<file path="src/rtl/multicycle_controller.sv">
// Moore control FSM for the shared multicycle RISC-V datapath (fetch/decode/execute/memory/writeback).
// Optional illegal-opcode trap state is enabled by defining ILLEGAL_OP_EN.
module multicycle_controller #(
  parameter int unsigned STATE_W = 4
) (
  input  logic               clk,
  input  logic               reset,
  input  logic [6:0]         op,
  input  logic [2:0]         funct3,
  input  logic               funct7b5,
  input  logic               zero,
  input  logic               mem_ready,
  output logic               PCWrite,
  output logic               AdrSrc,
  output logic               MemWrite,
  output logic               IRWrite,
  output logic [1:0]         ResultSrc,
  output logic [1:0]         ALUSrcA,
  output logic [1:0]         ALUSrcB,
  output logic               RegWrite,
  output logic [1:0]         ImmSrc,
  output logic [2:0]         ALUControl,
  output logic               illegal,
  output logic [STATE_W-1:0] state_o
);

  typedef enum logic [STATE_W-1:0] {
    FETCH    = STATE_W'(0),
    DECODE   = STATE_W'(1),
    MEMADR   = STATE_W'(2),
    MEMREAD  = STATE_W'(3),
    MEMWB    = STATE_W'(4),
    MEMWRITE = STATE_W'(5),
    EXECR    = STATE_W'(6),
    EXECI    = STATE_W'(7),
    ALUWB    = STATE_W'(8),
    BEQ      = STATE_W'(9),
    JAL      = STATE_W'(10),
    TRAP     = STATE_W'(11)
  } state_t;

  localparam logic [6:0] OP_LOAD  = 7'b0000011;
  localparam logic [6:0] OP_STORE = 7'b0100011;
  localparam logic [6:0] OP_RTYPE = 7'b0110011;
  localparam logic [6:0] OP_ITYPE = 7'b0010011;
  localparam logic [6:0] OP_BEQ   = 7'b1100011;
  localparam logic [6:0] OP_JAL   = 7'b1101111;

  state_t      state, state_next;
  logic [1:0]  aluop;
  logic        branch;
  logic        pcupdate;

  always_ff @(posedge clk) begin
    if (reset) state <= FETCH;
    else       state <= state_next;
  end

  always_comb begin
    state_next = FETCH;
    case (state)
      FETCH:    state_next = mem_ready ? DECODE : FETCH;
      DECODE: begin
        case (op)
          OP_LOAD, OP_STORE: state_next = MEMADR;
          OP_RTYPE:          state_next = EXECR;
          OP_ITYPE:          state_next = EXECI;
          OP_BEQ:            state_next = BEQ;
          OP_JAL:            state_next = JAL;
`ifdef ILLEGAL_OP_EN
          default:           state_next = TRAP;
`else
          default:           state_next = FETCH;
`endif
        endcase
      end
      MEMADR:   state_next = op[5] ? MEMWRITE : MEMREAD;
      MEMREAD:  state_next = mem_ready ? MEMWB : MEMREAD;
      MEMWB:    state_next = FETCH;
      MEMWRITE: state_next = mem_ready ? FETCH : MEMWRITE;
      EXECR:    state_next = ALUWB;
      EXECI:    state_next = ALUWB;
      ALUWB:    state_next = FETCH;
      BEQ:      state_next = FETCH;
      JAL:      state_next = ALUWB;
`ifdef ILLEGAL_OP_EN
      TRAP:     state_next = TRAP;
`endif
      default:  state_next = FETCH;
    endcase
  end

  always_comb begin
    AdrSrc    = 1'b0;
    MemWrite  = 1'b0;
    IRWrite   = 1'b0;
    ResultSrc = 2'b00;
    ALUSrcA   = 2'b00;
    ALUSrcB   = 2'b00;
    RegWrite  = 1'b0;
    aluop     = 2'b00;
    branch    = 1'b0;
    pcupdate  = 1'b0;
    illegal   = 1'b0;
    case (state)
      FETCH: begin
        ALUSrcB   = 2'b10;
        ResultSrc = 2'b10;
        IRWrite   = mem_ready;
        pcupdate  = mem_ready;
      end
      DECODE: begin
        ALUSrcA = 2'b01;
        ALUSrcB = 2'b01;
      end
      MEMADR: begin
        ALUSrcA = 2'b10;
        ALUSrcB = 2'b01;
      end
      MEMREAD:  AdrSrc = 1'b1;
      MEMWB: begin
        ResultSrc = 2'b01;
        RegWrite  = 1'b1;
      end
      MEMWRITE: begin
        AdrSrc   = 1'b1;
        MemWrite = 1'b1;
      end
      EXECR: begin
        ALUSrcA = 2'b10;
        aluop   = 2'b10;
      end
      EXECI: begin
        ALUSrcA = 2'b10;
        ALUSrcB = 2'b01;
        aluop   = 2'b10;
      end
      ALUWB:    RegWrite = 1'b1;
      BEQ: begin
        ALUSrcA = 2'b10;
        aluop   = 2'b01;
        branch  = 1'b1;
      end
      JAL: begin
        ALUSrcA  = 2'b01;
        ALUSrcB  = 2'b10;
        pcupdate = 1'b1;
      end
`ifdef ILLEGAL_OP_EN
      TRAP:     illegal = 1'b1;
`endif
      default: ;
    endcase
    // Reset presents the FETCH datapath setup with every write strobe suppressed.
    if (reset) begin
      AdrSrc    = 1'b0;
      MemWrite  = 1'b0;
      IRWrite   = 1'b0;
      ResultSrc = 2'b10;
      ALUSrcA   = 2'b00;
      ALUSrcB   = 2'b10;
      RegWrite  = 1'b0;
      aluop     = 2'b00;
      branch    = 1'b0;
      pcupdate  = 1'b0;
      illegal   = 1'b0;
    end
  end

  assign PCWrite = pcupdate | (branch & zero);

  always_comb begin
    case (op)
      OP_LOAD, OP_ITYPE: ImmSrc = 2'b00;
      OP_STORE:          ImmSrc = 2'b01;
      OP_BEQ:            ImmSrc = 2'b10;
      OP_JAL:            ImmSrc = 2'b11;
      default:           ImmSrc = 2'b00;
    endcase
  end

  always_comb begin
    ALUControl = 3'b000;
    case (aluop)
      2'b01: ALUControl = 3'b001;
      2'b10: begin
        case (funct3)
          3'b000:  ALUControl = (op[5] & funct7b5) ? 3'b001 : 3'b000;
          3'b010:  ALUControl = 3'b101;
          3'b110:  ALUControl = 3'b011;
          3'b111:  ALUControl = 3'b010;
          default: ALUControl = 3'b000;
        endcase
      end
      default: ALUControl = 3'b000;
    endcase
  end

  assign state_o = state;

endmodule

</file>
<file path="config.mk">
export PLATFORM = sky130hd
export DESIGN_NAME = multicycle_controller
export DESIGN_NICKNAME = d
export VERILOG_FILES = /design/src/rtl/multicycle_controller.sv
export SDC_FILE = /design/constraint.sdc
export NUM_CORES = 1
export LEC_CHECK = 0
export ABC_AREA = 1
export CAP_MARGIN = 20
export CORE_UTILIZATION = 33
export CTS_CLUSTER_DIAMETER = 120
export CTS_CLUSTER_SIZE = 16
export DETAILED_ROUTE_END_ITERATION = 7
export PLACE_DENSITY = 0.81
export SLEW_MARGIN = 15
export SYNTH_ARGS = -nofsm -noshare
export SYNTH_HDL_FRONTEND = slang
export SYNTH_SLANG_ARGS = --single-unit
export TNS_END_PERCENT = 100
</file>
<file path="constraint.sdc">
create_clock -name clk -period 2.5 [get_ports clk]
set_clock_uncertainty 0.1 [all_clocks]
set_input_delay 0.375 -clock clk [delete_from_list [all_inputs] [get_ports clk]]
set_output_delay 0.375 -clock clk [all_outputs]
set_load 0.02 [all_outputs]
</file>
* Yosys cells after proc, flatten, opt, wreduce, memory -nomap -nowiden
Index checks and enable logic that the tools add are counted.
** Storage, ports and cells
- Register bits :: 4
- Latch bits :: 0
- Memory bits (writable) :: 0
- Memory bits (read-only) :: 0
- Input port bits :: 15
- Output and inout port bits :: 21
- Logic and storage cells :: 66
- Memories kept :: 0
** Operators by class
- $add $sub $neg :: 0
- Multipliers :: 0
- Div/mod/pow operators :: 0
- Magnitude comparators :: 0
- Equal/unequal tests :: 21
- Shift operators :: 0
- Multiplexer cells :: 30
- Bitwise operators :: 3
- Reduce and logical (&&, ||, !) cells :: 11
** Operators by type and width (count)
- 4-bit case mux with 6 select lines :: 1
- 4-bit case mux with 5 select lines :: 1
- 4-bit by 3-bit == test with 1-bit output, second input constant :: 4
- 2-bit case mux with 2 select lines :: 4
- 7-bit by 6-bit == test with 1-bit output, second input constant :: 2
- 7-bit == test, second input constant :: 2
- 1-bit two-way mux :: 13
- 4-bit == test, second input constant :: 3
- 3-bit case mux with 4 select lines :: 1
- 2-bit OR reduction :: 6
- 3-bit two-way mux :: 3
- 4-bit by 2-bit == test with 1-bit output, second input constant :: 2
- 2-bit two-way mux :: 4
- 7-bit by 2-bit == test with 1-bit output, second input constant :: 1
- 7-bit by 5-bit == test with 1-bit output, second input constant :: 1
- 3-bit == test, second input constant :: 2
- 2-bit case mux with 3 select lines :: 1
- 3-bit case mux with 2 select lines :: 1
- 3-bit OR reduction :: 2
- 4-bit by 1-bit == test with 1-bit output, second input constant :: 1
- 4-bit logical NOT :: 1
- 4-bit OR reduction :: 1
- 3-bit by 2-bit == test with 1-bit output, second input constant :: 1
- 3-bit logical NOT :: 1
- other kinds (5) :: 6

* Longest topological paths before layout
- Word-level depth :: 6
- Mapped depth :: 10
- Depth with buffers taken out :: 10

* Worst setup path after synthesis
No wires, ideal clock.
- Path type :: register to output
- Start :: register state[0], in the netlist state_o[0]
- End :: output ALUControl[2]
- Arrival time :: 2.040 ns
- Required time :: 2.025 ns
- Setup slack :: -0.015 ns
- Cell stages (with the launch flop) :: 8
- Buffers on the path :: 0
- Cell sequence :: dfxtp_1 inv_1 nor2_2 nand3_1 nor2_2 inv_1 ha_1 nor4_1
** On the way
- Longest elaborated chain between the ends :: 6
- Elaborated cells on any way between the ends :: 9
- Those cells by class :: 5 x eq/ne; 3 x mux; 1 x reduce/logical
** Ends and longest elaborated chain
- start: declaration :: line 49 : state_t state, state_next;
- start signal: assignment :: line 56 : else state <= state_next;
- 4-bit by 3-bit == test with 1-bit output :: line 105 : case (state)
- 2-bit OR reduction (no source line)
- 2-bit case mux with 2 select lines (*) :: line 105
- 2-bit two-way mux (*) :: line 155 : if (reset) begin
- 2-bit == test / 2-bit by 1-bit == test with 1-bit output (equally long branches) :: line 184 : case (aluop)
- 3-bit case mux with 2 select lines (*) :: line 184
- end: declaration :: line 22 : output logic [2:0] ALUControl,
Every way passes the cells marked *; elsewhere a longest branch is shown, timed or not.

* Final worst setup path
- Start :: input reset
- End :: output PCWrite
** On the way
- Longest elaborated chain between the ends :: 3
- Elaborated cells on any way between the ends :: 4
- Those cells by class :: 2 x mux; 2 x bitwise
** Ends and longest elaborated chain
- start: declaration :: line 7 : input logic reset,
- 1-bit two-way mux :: line 155
- 1-bit bitwise AND :: line 170 : assign PCWrite = pcupdate | (branch & zero);
- 1-bit bitwise OR (*) :: line 170
- end: declaration :: line 13 : output logic PCWrite,
Marks and branches as above.

==> results.yml <==
run_status:
  status: "finished, final reports clean"
finish:
  drive_gt1_frac: 0.225
  antenna_cells: 0
  multi_input_area_sq_um: 384
  postLayoutCoreUtil: 0.684
  regArea_sq_um: 80.1
  fillCellCount: 134
  area_growth_pct: 91.4
  largest_reg_flops: 4
  final_nets: 170
worst_setup_path:
  crit_chain: "clkdlybuf4s50_1 > buf_4 > inv_1 > a21oi_1 > nand2_1 > clkdlybuf4s50_1"
  crit_fanout: 9
  crit_path_top_delay_cell: "clkdlybuf4s50_1"
  timing.rr.start: "state_o[3]"
  cp_data_required_time_ns: 2.03
  crit_top_cell: "clkdlybuf4s50_1"
  crit_family: "buffers and inverters"
  path_buf_inv: 4
  crit_type: "in2out"
  startpoint_type: "input pin"
  crit_start: "reset"
  crit_path_max_incr_delay_ns: 0.53
  end_kind: "output pin"
  critPathArrivalTime_ns: 1.90
routing:
  top_layer_used: "met4"
  drc: 0
  wl_met3_microns: 103
  wl_met1_microns: 629
  drt-initial-drc-count: 23
  first_pass_iters: 5
  wl_per_cell_microns: 9.77
  wirelength_mm: 1.63
  vias: 813
  viasPerCell: 4.87
  ant_nets: 0
  wl_met2_microns: 878
cts:
  cts_setup_buffers: 0
  cts.clk_slew.worst_paths_ns: 0.04
  tritoncts: "built"
  clk_latency_ns: 0.24
  cts_sinks: 4
  htree_levels: 1
  cts_hold_buf: 0
  clockRootBuffer: "clkbuf_4"
  ctsLongestPathBuffers: 2
  cts_inserted_buffers: 3
synth:
  syn_inst: 101
  yosys_warnings: 0
  syn-cell-area_sq_um: 538
  ys_seq_area_frac: 0.149
  avgSynthCellArea_sq_um: 5.33
  synth_nets: 118
  synth_seq_cells: 4
  netlist_top_cells_area: "dfxtp_1 (15%), nand2_1 (14%), nor2_1 (11%)"
  netlist.top_cell.by_area: "dfxtp_1"
  synth_top_area_frac: 0.149
  ys_types: 23
floorplan:
  die_h_microns: 42.4
  io_pins: 36
  initial_core_util: 0.357
  core-area_sq_um: 1510
  die_area_sq_um: 1800
  row_count: 14
  die_w_microns: 42.4
timing:
  finalHoldViolations: 0
  fmax_mhz: 421
  drv_slew: 0
  period_share: 0.949
  min_period_ns: 2.37
  rsz0062_at_grt: "no"
  setup_violations: 0
  hold_slack_ns: 0.643
global_routing:
  overflow: 0
  grt_max_degree: 10
  grt_pass1_wl_mm: 2.90
  grt.total_usage: 0.206
  antenna_found_initial: 0
  grt_pass1_vias: 751
worst_hold_path:
  min_path_type: "reg2reg"
  min_from: "state_o[1]"
power_and_ir_drop:
  peakVddDrop_v: 0.000149
  p_per_area_nw_per_um2: 227
  total_leakage_power_nw: 0.557
run:
  max_cap_violations: 0
place:
  io_buffers: 34
  dpl.hpwl_mm: 1.41
  gp_congestion: 0.898
-- through the flow --
step	total power [mW]	setup WS, ns	setup TNS, ns	instances	instance area, sq um
4_1_cts	0.235	0.0207	0	167	1020
2_1_floorplan	0.101	0.185	0	101	544
3_3_place_gp	0.152	-0.200	-0.351	164	1010
3_5_place_dp	0.153	-0.209	-0.450	164	1010
6_report	0.233	0.126	0	167	1030
5_1_grt	0.246	0.0246	0	167	1030
-- final timing paths --
kind	to	slack, ns	depth (start not counted)
worst max-delay path	PCWrite	0.13	6
worst min register to register	state_o[3]	0.64	3
worst max register to register	state_o[3]	1.18	6
worst min-delay path	state_o[3]	0.64	3
-- cell usage after synthesis --
| master | n |
|---|---|
| dfxtp_1 | 4 |
| conb_1 | 1 |
| nor2_2 | 4 |
| nand4_1 | 1 |
| o21ai_0 | 1 |
| buf_4 | 1 |
| nor2_4 | 1 |
| inv_2 | 4 |
| nor3_1 | 2 |
| nor2_1 | 16 |
| o21ai_1 | 4 |
| o21ai_2 | 1 |
| nand3_2 | 1 |
| a31oi_1 | 1 |
| a21oi_1 | 9 |
| inv_1 | 15 |
| ha_1 | 2 |
| nand3_1 | 9 |
| nor4_1 | 1 |
| clkbuf_1 | 1 |
| nand2_2 | 1 |
| nand2_1 | 20 |
| and3_1 | 1 |
-- per-layer routing --
metal  vias up  global-route usage
met1       359               0.230
met4         0              0.0750
met5         -                   0
met2        35               0.382
met3         2              0.0388
li1        417                   -
-- final cells by class --
class | instances | share of cell area
repair buffers | 49 | 0.439
multi-input cells | 76 | 0.373
flip-flops and latches | 4 | 0.0778
inverters | 19 | 0.0693
clock buffers | 3 | 0.0219
well taps | 16 | 0.0194
-- worst min-delay path, stage by stage, from the launching register on --
cell and delay (ns):
dfxtp_1 0.31, buf_4 0.16, a21oi_1 0.13, a21oi_1 0.09
-- cell families after synthesis --
family	count (synthesis)	share of synthesized area
and+or+nand+nor	57	0.486
buffers and inverters	21	0.153
AOI/OAI and AO/OA	16	0.158
DFF	4	0.149
adders and majority gates	2	0.0465
other	1	0.00697
-- power breakdown --
group          switching, mW  internal [mW]
Sequential          0.000529         0.0654
Combinational         0.0402         0.0462
Clock                 0.0273         0.0537
-- placed cells by master (no fill, tap or decap) --
master and n:
buf_4 15, o21ai_2 1, dfxtp_1 4, clkbuf_2 2, nor2_2 4, a31oi_1 1
inv_1 15, o21ai_1 4, o21ai_0 1, a21oi_1 9, nand3_2 1, ha_1 2
nor3_1 2, nor2_4 1, and3_1 1, dlymetal6s2s_1 4, nand3_1 9, clkdlybuf4s50_1 27
nand2_2 2, inv_2 4, nor4_2 1, dlygate4sd2_1 1, conb_1 1, nand2_1 19
nor2_1 16, clkbuf_4 3, nand4_1 1
-- timing repair --
action                                 CTS  global route
endpoints found under the hold margin    0             0
setup endpoints to repair                3             6
pin swaps                                0             0
gates resized for setup                  3            10
Note: power is estimated with default switching activity, not from simulation.
